$ cat src/rtl/gyro_loop_sequencer.sv
// Run controller for the gyro tester DTX/DRX datapath: latches a loop
// configuration, flushes the FIFOs, opens RX ahead of TX, counts words and
// reports done / timeout / overrun / config-error events.
module gyro_loop_sequencer #(
    parameter int unsigned LEN_W       = 16,
    parameter int unsigned FLUSH_CYC   = 8,
    parameter int unsigned TIMEOUT_CYC = 4096,
    parameter int unsigned TO_W        = 13
) (
    input  logic             ACLK,
    input  logic             ARESET,
    input  logic             start,
    input  logic             restart,
    input  logic [2:0]       cfg_mode,
    input  logic [LEN_W-1:0] cfg_len,
    input  logic             tx_beat,
    input  logic             rx_beat,
    output logic [2:0]       mode_sel,
    output logic             flush,
    output logic             rx_en,
    output logic             tx_en,
    output logic             busy,
    output logic [LEN_W-1:0] tx_count,
    output logic [LEN_W-1:0] rx_count,
    output logic             done_pulse,
    output logic             timeout_pulse,
    output logic             overrun_pulse,
    output logic             cfg_err_pulse,
    output logic [2:0]       state_o
);

    localparam int unsigned FC_W = $clog2(FLUSH_CYC + 1);

    typedef enum logic [2:0] {
        S_IDLE  = 3'd0,
        S_FLUSH = 3'd1,
        S_ARM   = 3'd2,
        S_RUN   = 3'd3,
        S_DRAIN = 3'd4,
        S_DONE  = 3'd5
    } state_t;

    state_t           r_state;
    state_t           w_state_nxt;

    logic [2:0]       r_mode_sel;
    logic [LEN_W-1:0] r_len;
    logic [LEN_W-1:0] r_tx_count;
    logic [LEN_W-1:0] r_rx_count;
    logic [FC_W-1:0]  r_fcnt;
    logic [TO_W-1:0]  r_idle;
    logic             r_flush;
    logic             r_rx_en;
    logic             r_tx_en;
    logic             r_busy;
    logic             r_done;
    logic             r_to;
    logic             r_ovr;
    logic             r_cerr;

    logic [2:0]       w_mode_nxt;
    logic [LEN_W-1:0] w_len_nxt;
    logic [LEN_W-1:0] w_tx_cnt_nxt;
    logic [LEN_W-1:0] w_rx_cnt_nxt;
    logic [FC_W-1:0]  w_fcnt_nxt;
    logic [TO_W-1:0]  w_idle_nxt;
    logic             w_ovr_nxt;
    logic             w_to_nxt;
    logic             w_cerr_nxt;
    logic             w_flush_nxt;
    logic             w_rx_en_nxt;
    logic             w_tx_en_nxt;
    logic             w_busy_nxt;
    logic             w_done_nxt;

    logic             w_tx_hit;
    logic             w_rx_hit;
    logic             w_cfg_ok;
    logic             w_launch;

    // Beats only count while the matching path is enabled
    assign w_tx_hit = tx_beat & r_tx_en;
    assign w_rx_hit = rx_beat & r_rx_en;
    assign w_cfg_ok = (cfg_len != '0) && (cfg_mode <= 3'd5);
    assign w_launch = restart | (start & (r_state == S_IDLE));

    // State register
    always_ff @(posedge ACLK) begin
        if (ARESET) begin
            r_state <= S_IDLE;
        end else begin
            r_state <= w_state_nxt;
        end
    end

    // Next state, word counters and event detection; restart/start override last
    always_comb begin
        w_state_nxt  = r_state;
        w_fcnt_nxt   = '0;
        w_idle_nxt   = '0;
        w_mode_nxt   = r_mode_sel;
        w_len_nxt    = r_len;
        w_tx_cnt_nxt = r_tx_count;
        w_rx_cnt_nxt = r_rx_count;
        w_ovr_nxt    = 1'b0;
        w_to_nxt     = 1'b0;
        w_cerr_nxt   = 1'b0;

        if (w_tx_hit && (r_tx_count != r_len)) begin
            w_tx_cnt_nxt = r_tx_count + LEN_W'(1);
        end
        if (w_rx_hit) begin
            if (r_rx_count == r_len) begin
                w_ovr_nxt = 1'b1;
            end else begin
                w_rx_cnt_nxt = r_rx_count + LEN_W'(1);
            end
        end

        case (r_state)
            S_IDLE: begin
            end
            S_FLUSH: begin
                if (r_fcnt == FC_W'(FLUSH_CYC - 1)) begin
                    w_state_nxt = S_ARM;
                end else begin
                    w_fcnt_nxt = r_fcnt + FC_W'(1);
                end
            end
            S_ARM: begin
                w_state_nxt = S_RUN;
            end
            S_RUN: begin
                if (w_tx_cnt_nxt == r_len) begin
                    w_state_nxt = S_DRAIN;
                end
            end
            S_DRAIN: begin
                if (w_rx_hit) begin
                    w_idle_nxt = '0;
                end else if (r_idle != TO_W'(TIMEOUT_CYC)) begin
                    w_idle_nxt = r_idle + TO_W'(1);
                end else begin
                    w_idle_nxt = r_idle;
                end
                // Completion wins over a timeout expiring in the same cycle
                if (w_rx_cnt_nxt == r_len) begin
                    w_state_nxt = S_DONE;
                end else if (w_idle_nxt == TO_W'(TIMEOUT_CYC)) begin
                    w_state_nxt = S_IDLE;
                    w_to_nxt    = 1'b1;
                end
            end
            S_DONE: begin
                w_state_nxt = S_IDLE;
            end
            default: begin
                w_state_nxt = S_IDLE;
            end
        endcase

        if (w_launch) begin
            w_fcnt_nxt = '0;
            w_idle_nxt = '0;
            w_ovr_nxt  = 1'b0;
            w_to_nxt   = 1'b0;
            if (w_cfg_ok) begin
                w_state_nxt  = S_FLUSH;
                w_mode_nxt   = cfg_mode;
                w_len_nxt    = cfg_len;
                w_tx_cnt_nxt = '0;
                w_rx_cnt_nxt = '0;
            end else begin
                w_state_nxt = S_IDLE;
                w_cerr_nxt  = 1'b1;
                // An aborted run loses its counts; a rejected start from idle keeps them
                if (r_state != S_IDLE) begin
                    w_tx_cnt_nxt = '0;
                    w_rx_cnt_nxt = '0;
                end
            end
        end
    end

    // Output decode from the upcoming state so enables line up with the state
    always_comb begin
        w_flush_nxt = (w_state_nxt == S_FLUSH);
        w_rx_en_nxt = (w_state_nxt == S_ARM) || (w_state_nxt == S_RUN) ||
                      (w_state_nxt == S_DRAIN);
        w_tx_en_nxt = (w_state_nxt == S_RUN);
        w_busy_nxt  = (w_state_nxt != S_IDLE);
        w_done_nxt  = (w_state_nxt == S_DONE);
    end

    // Datapath and output registers
    always_ff @(posedge ACLK) begin
        if (ARESET) begin
            r_mode_sel <= '0;
            r_len      <= '0;
            r_tx_count <= '0;
            r_rx_count <= '0;
            r_fcnt     <= '0;
            r_idle     <= '0;
            r_flush    <= 1'b0;
            r_rx_en    <= 1'b0;
            r_tx_en    <= 1'b0;
            r_busy     <= 1'b0;
            r_done     <= 1'b0;
            r_to       <= 1'b0;
            r_ovr      <= 1'b0;
            r_cerr     <= 1'b0;
        end else begin
            r_mode_sel <= w_mode_nxt;
            r_len      <= w_len_nxt;
            r_tx_count <= w_tx_cnt_nxt;
            r_rx_count <= w_rx_cnt_nxt;
            r_fcnt     <= w_fcnt_nxt;
            r_idle     <= w_idle_nxt;
            r_flush    <= w_flush_nxt;
            r_rx_en    <= w_rx_en_nxt;
            r_tx_en    <= w_tx_en_nxt;
            r_busy     <= w_busy_nxt;
            r_done     <= w_done_nxt;
            r_to       <= w_to_nxt;
            r_ovr      <= w_ovr_nxt;
            r_cerr     <= w_cerr_nxt;
        end
    end

    assign mode_sel      = r_mode_sel;
    assign flush         = r_flush;
    assign rx_en         = r_rx_en;
    assign tx_en         = r_tx_en;
    assign busy          = r_busy;
    assign tx_count      = r_tx_count;
    assign rx_count      = r_rx_count;
    assign done_pulse    = r_done;
    assign timeout_pulse = r_to;
    assign overrun_pulse = r_ovr;
    assign cfg_err_pulse = r_cerr;
    assign state_o       = r_state;

endmodule

$ cat config.mk
export PLATFORM = sky130hd
export DESIGN_NAME = gyro_loop_sequencer
export DESIGN_NICKNAME = d
export VERILOG_FILES = /design/src/rtl/gyro_loop_sequencer.sv
export SDC_FILE = /design/constraint.sdc
export NUM_CORES = 1
export LEC_CHECK = 0
export ABC_AREA = 0
export BUFFER_PORTS_ARGS = -buffer_cell sky130_fd_sc_hd__buf_2
export CAP_MARGIN = 30
export CORE_ASPECT_RATIO = 0.6
export CORE_MARGIN = 1.5
export CORE_UTILIZATION = 50
export CTS_CLUSTER_DIAMETER = 30
export DETAILED_ROUTE_END_ITERATION = 10
export PLACE_DENSITY = 0.75
export SLEW_MARGIN = 15
export SYNTH_ARGS = -nofsm -noshare
export SYNTH_HDL_FRONTEND = slang
export SYNTH_SLANG_ARGS = --single-unit
$ cat constraint.sdc
create_clock -name ACLK -period 3.3 [get_ports ACLK]
set_clock_uncertainty 0.1 [all_clocks]
set_input_delay 0.165 -clock ACLK [delete_from_list [all_inputs] [get_ports ACLK]]
set_output_delay 0.165 -clock ACLK [all_outputs]
set_load 0.005 [all_outputs]
## Word-level counts from Yosys, hierarchy flattened

Cells that the tools add are included.

| cells by class | value |
|---|---|
| add/sub/neg operators | 4 |
| order comparisons | 1 |
| equal/unequal tests | 16 |
| muxes and demuxes | 22 |
| bitwise logic cells | 8 |
| reductions and logical operators | 14 |

Operator list:

| operator | number |
|---|---|
| 2-to-1 mux 16 bit | 9 |
| equality test 16 bit | 3 |
| 2-to-1 mux 13 bit | 3 |
| adder 16 x 1 -> 16 bit (second input constant) | 2 |
| inequality test 16 bit | 1 |
| nonzero test 16 bit | 1 |
| 2-to-1 mux 3 bit | 5 |
| case mux 3 bit (5 select lines) | 1 |
| adder 13 x 1 -> 13 bit (second input constant) | 1 |
| equality test 13 bit (second input constant) | 1 |
| inequality test 13 bit (second input constant) | 1 |
| equality test 3 x 2 -> 1 bit (second input constant) | 4 |
| equality test 3 bit (second input constant) | 3 |
| OR reduction 4 bit | 2 |
| equality test 3 x 1 -> 1 bit (second input constant) | 2 |
| nonzero test 3 bit | 2 |
| OR reduction 3 bit | 2 |
| adder 4 x 1 -> 4 bit (second input constant) | 1 |
| equality test 4 x 3 -> 1 bit (second input constant) | 1 |
| 2-to-1 mux 1 bit | 4 |
| inverter 1 bit | 4 |
| AND 1 bit | 3 |
| less-or-equal comparator 3 bit (second input constant) | 1 |
| zero test 3 bit | 1 |
| 5 further kinds | 7 |

| storage, ports and cells | value |
|---|---|
| flip-flop bits (word level) | 79 |
| bits of input ports | 25 |
| output and inout bits | 46 |
| logic and storage cells | 80 |

## Depth between registers and ports, before layout

| logic depth | value |
|---|---|
| depth in word-level cells | 12 |
| mapped depth | 11 |
| mapped depth without buffers | 10 |

## Least setup slack after synthesis

No wires, ideal clock.

| timing | value |
|---|---|
| path kind | register to register |
| from | register r_rx_count[3] (netlist: rx_count[3]) |
| to | register r_flush (netlist: flush) |
| setup time | 73 ps |
| arrival time | 2,853 ps |
| required time | 3,127 ps |
| setup slack | 274 ps |
| stages on the path, launching flop included | 12 |
| path buffers | 2 |
| clock period less this slack | 3,026 ps |
| cells stage by stage | dfxtp_1 > buf_4 > and4_1 > buf_6 > nand4_4 > or4_1 > a222oi_1 > o2111ai_1 > or4_1 > or3_4 > o211a_4 > nor3b_2 |

| between the ends | value |
|---|---|
| cells in the longest elaborated chain, start to end | 8 |
| elaborated cells on any way between the ends | 9 |
| those cells by class | add/sub (1); eq/ne (3); mux (5) |

Ends and longest elaborated chain:

| element | line | text |
|---|---|---|
| start: declaration | 49 | `logic [LEN_W-1:0] r_rx_count;` |
| start signal: assignment | 216 | `r_rx_count <= w_rx_cnt_nxt;` |
| adder 16 x 1 -> 16 bit or equality test 16 bit (tied branches) | 116, 113 |  |
| 2-to-1 mux 16 bit | 113 | `if (r_rx_count == r_len) begin` |
| 2-to-1 mux 16 bit * | 112 | `if (w_rx_hit) begin` |
| equality test 16 bit * | 147 | `if (w_rx_cnt_nxt == r_len) begin` |
| 2-to-1 mux 3 bit * | 147 |  |
| case mux 3 bit (5 select lines) * | 120 | `case (r_state)` |
| 2-to-1 mux 3 bit * | 162 | `if (w_launch) begin` |
| equality test 3 x 1 -> 1 bit * | 187 | `w_flush_nxt = (w_state_nxt == S_FLUSH);` |
| end signal: assignment | 219 | `r_flush <= w_flush_nxt;` |
| end: declaration | 52 | `logic r_flush;` |

Mark *: on every way between the ends. The rest lies on a longest branch, timed or not.
A chain may end at the register's enable or synchronous reset.

## Final worst setup path

| timing | value |
|---|---|
| from | register r_tx_count[6] (netlist: tx_count[6]) |
| to | register r_rx_en (netlist: rx_en) |

| between the ends | value |
|---|---|
| cells in the longest elaborated chain, start to end | 10 |
| elaborated cells on any way between the ends | 13 |
| those cells by class | add/sub (1); eq/ne (5); mux (4); reduce/logical (3) |

Ends and longest elaborated chain:

| element | line | text |
|---|---|---|
| start: declaration | 48 | `logic [LEN_W-1:0] r_tx_count;` |
| start signal: assignment | 215 | `r_tx_count <= w_tx_cnt_nxt;` |
| parallel branches: the longest is 2 deep, another holds adder 16 x 1 -> 16 bit | - |  |
| 2-to-1 mux 16 bit * | 109 | `if (w_tx_hit && (r_tx_count != r_len)) begin` |
| equality test 16 bit * | 134 | `if (w_tx_cnt_nxt == r_len) begin` |
| 2-to-1 mux 3 bit * | 134 |  |
| case mux 3 bit (5 select lines) * | 120 |  |
| 2-to-1 mux 3 bit * | 162 |  |
| equality test 3 x 2 -> 1 bit | 188 | `w_rx_en_nxt = (w_state_nxt == S_ARM) \|\| (w_state_nxt == S_RUN) \|\|` |
| logical OR 1 bit | 188 |  |
| logical OR 1 bit * | 188 |  |
| end signal: assignment | 220 | `r_rx_en <= w_rx_en_nxt;` |
| end: declaration | 53 | `logic r_rx_en;` |

Every way passes the cells marked *.

==> metrics <==
status complete, no violations; Synth area leader dfxtp_1; CP arrival 3.31 ns; P&R area growth vs syn 23.9%; DR DRC count 0; Row Count 28; first-pass GRT wire length 25400 um; die area 10600 um2; final setup TNS 0 ns; antenna viol nets, final 0; most used flip-flop cell after synthesis dfxtp_1; Final setup viols 0; Starting Density 51.1%; Cells after Synth 637; multi-input logic area 3210 um2; TritonCTS clock tree yes; worst-path maximum fanout 7; average wire per standard cell 18.7 um; Post-synth ARST share 0%; FF+latch count, synth 79; post-synthesis sequential area ratio 31.7%; post-route minimum period 3.22 ns; FMAX 311 MHz; Synth cell types 68; Crit path required time 3.40 ns; mapped cell area 4990 um2; crit start category flip-flop; H-tree levels 3; PwrDens 372 nW/um2; Root Buffer clkbuf_16; GRT met2 Usage 43.6%; fin crit share 97.5%; # IOs 71; Worst Tran Pin Value 0.950 ns; WL final 16600 um; Nets 774; Post-DP HPWL 12900 um; routability cong. 1.06; max-cap violations 0; clock buffer depth 2; relative slew slack 36.1%; Min-Delay Path Class input port to flip-flop; first-pass detailed-route iteration total 7; total gr overflow 0; most area-consuming cells after synthesis dfxtp_1 (32%), nor2_1 (8.0%), xnor2_1 (7.9%); DR iter-0 viols 603; via count 5291; r2r setup slk 0.08 ns; met3 Use GR 10.7%; final instance area 6190 um2; CTS Sinks 79; RSZ-0062 raised after global routing no; Skew-Pair Late Insertion Delay 0.34 ns; Leakage 2.47 nW; initial antenna violation count 0; pin count of the biggest net entering global routing 33; ANT cells 0; Mapped Avg Cell Area 7.84 um2; die width 132 um; CP Capture Type flip-flop; register area 1590 um2; I/O Buffers 70; Synth top area share 31.7%; met1 Track Usage GR 45.5%; CP Class flip-flop to flip-flop; vias in the first global route 4700; Max IR drop VDD 0.248 mV; layer with the highest usage met1; vias per inst 5.99; final hold vios 0; Synth warnings 0; final slew viol count 0; Post-synth EDFFs 0; placement-stage cell area 5770 um2; Total GRT Usage 31.3%; Core Area 9770 um2; clock-pin slew on the worst setup and hold paths 0.07 ns; die height 80.4 um; layout cell share with drive strength beyond 1 22.8%; total CTS buffers 9; syn nets 667; Fillers 853
==> power by group <==
part	internal [mW]	leakage (nW)	switching (mW)	total, mW
clock network	0.541	0.141	0.430	0.971
registers	0.975	0.645	0.0273	1.00
logic	0.141	1.69	0.189	0.331
==> cell families (layout without fill, tap and decap cells) <==
| family | Yosys count | in the layout | share of synthesized area [%] |
|---|---|---|---|
| and+or+nand+nor | 304 | 304 | 31.4 |
| AOI/OAI and AO/OA | 95 | 95 | 12.6 |
| xor gates and xnor gates | 80 | 80 | 14.2 |
| DFF | 79 | 79 | 31.7 |
| buffers and inverters | 52 | 164 | 4.46 |
| muxes | 22 | 22 | 4.41 |
| adders and majority gates | 5 | 5 | 1.25 |
==> per-layer routing <==
metal  wire, um  vias up
met3       1980       36
li1           -     2469
met1       7710     2474
met5          0        -
met4        270        0
met2       6600      312
==> stage by stage <==
stage / utilization, % / hold slack, ns / std cells / total power [mW] / worst slack [ns]
2_1_floorplan: - / 0.213 / 637 / 1.21 / 0.274
3_3_place_gp: 59.0 / 0.305 / 857 / 1.32 / 0.108
3_5_place_dp: 59.0 / 0.330 / 857 / 1.33 / 0.0312
4_1_cts: 63.0 / 0.00163 / 883 / 2.30 / 0.00718
5_1_grt: 63.3 / 0.00410 / 884 / 2.38 / 0.00340
6_report: 63.3 / 0.0114 / 884 / 2.30 / 0.0840
==> cell usage in the layout, fill, tap and decap left out, types with 4 or more instances in the layout <==
| cell type | netlist | final |
|---|---|---|
| or3_1 | 8 | 8 |
| dfxtp_2 | 0 | 8 |
| nand2b_1 | 4 | 4 |
| inv_1 | 12 | 12 |
| and4_1 | 9 | 8 |
| nand3_1 | 27 | 27 |
| ha_1 | 5 | 5 |
| buf_4 | 1 | 55 |
| a21oi_1 | 25 | 24 |
| a32oi_1 | 4 | 4 |
| xor2_1 | 34 | 33 |
| nor2_1 | 106 | 106 |
| nand2_1 | 50 | 50 |
| o22ai_1 | 6 | 6 |
| nor2b_1 | 7 | 6 |
| o211ai_1 | 4 | 4 |
| a31oi_1 | 8 | 8 |
| mux2i_1 | 22 | 22 |
| dlygate4sd3_1 | 0 | 10 |
| nor4_1 | 10 | 10 |
| dfxtp_1 | 79 | 71 |
| xnor2_1 | 45 | 45 |
| and3_1 | 11 | 11 |
| or4_1 | 4 | 4 |
| o21ai_0 | 19 | 19 |
| and2_1 | 6 | 6 |
| buf_2 | 7 | 70 |
| nand4_1 | 18 | 18 |
| o2111ai_1 | 5 | 5 |
| nor3b_1 | 4 | 4 |
| clkbuf_16 | 0 | 9 |
| nor3_1 | 18 | 17 |
==> cells in the mapped netlist (2+ instances only) <==
library cell / count
nor3b_1: 4
o21ai_0: 19
or3_1: 8
or2_2: 2
xnor2_1: 45
and3b_1: 3
nand4_1: 18
a31o_2: 2
buf_6: 2
o211ai_1: 4
nor3_1: 18
and4_1: 9
a31oi_1: 8
o22ai_1: 6
nand3_1: 27
nor2_1: 106
nor2b_1: 7
and2_1: 6
a2111oi_0: 2
nand2b_1: 4
nand2_1: 50
ha_1: 5
or4_1: 4
o2111ai_1: 5
buf_2: 7
nand3b_1: 2
nor4_1: 10
nor3_2: 2
mux2i_1: 22
dfxtp_1: 79
clkbuf_1: 29
xor2_1: 34
a32oi_1: 4
a21boi_0: 2
nand4b_1: 2
inv_1: 12
and3_1: 11
o31ai_1: 3
a21oi_1: 25
==> what timing repair did <==
| item | CTS | global route |
|---|---|---|
| hold buffers | 10 | 0 |
| setup endpoints to repair | 0 | 6 |
| resized for setup | 0 | 12 |
| buffers inserted | 0 | 1 |
| hold endpoints to repair | 10 | 0 |
==> worst paths after layout <==
path / startpoint / to / cells after the start
setup / recovery: tx_count[6] / rx_en / 11
hold / removal: cfg_len[7] / r_len[7] / 3
setup reg to reg: tx_count[6] / rx_en / 11
hold reg to reg: r_fcnt[0] / r_fcnt[0] / 1
==> area by class of cell <==
cell class | instances | area share [%]
well taps | 135 | 2.73
repair buffers | 136 | 14.3
multi-input cells | 506 | 51.9
flip-flops and latches | 79 | 25.7
inverters | 12 | 0.728
clock buffers | 10 | 3.86
clock inverters | 6 | 0.809
==> state kept, by name (all words and copies together), names as in the netlist <==
register,count
flush,1
state_o,3
overrun_pulse,1
tx_count,16
tx_en,1
r_len,16
done_pulse,1
cfg_err_pulse,1
r_fcnt,4
timeout_pulse,1
r_idle,13
busy,1
rx_count,16
mode_sel,3
rx_en,1
==> worst max-delay path, stage by stage (launching register included) <==
cell	delay, ns
dfxtp_1	0.50
xnor2_1	0.23
nand3_1	0.21
or4_1	0.70
nor2_1	0.14
buf_4	0.18
a31oi_1	0.05
a21boi_0	0.23
nor3_1	0.28
buf_4	0.17
a31o_2	0.19
o22ai_1	0.09
Power figures use the tool's default switching activity.
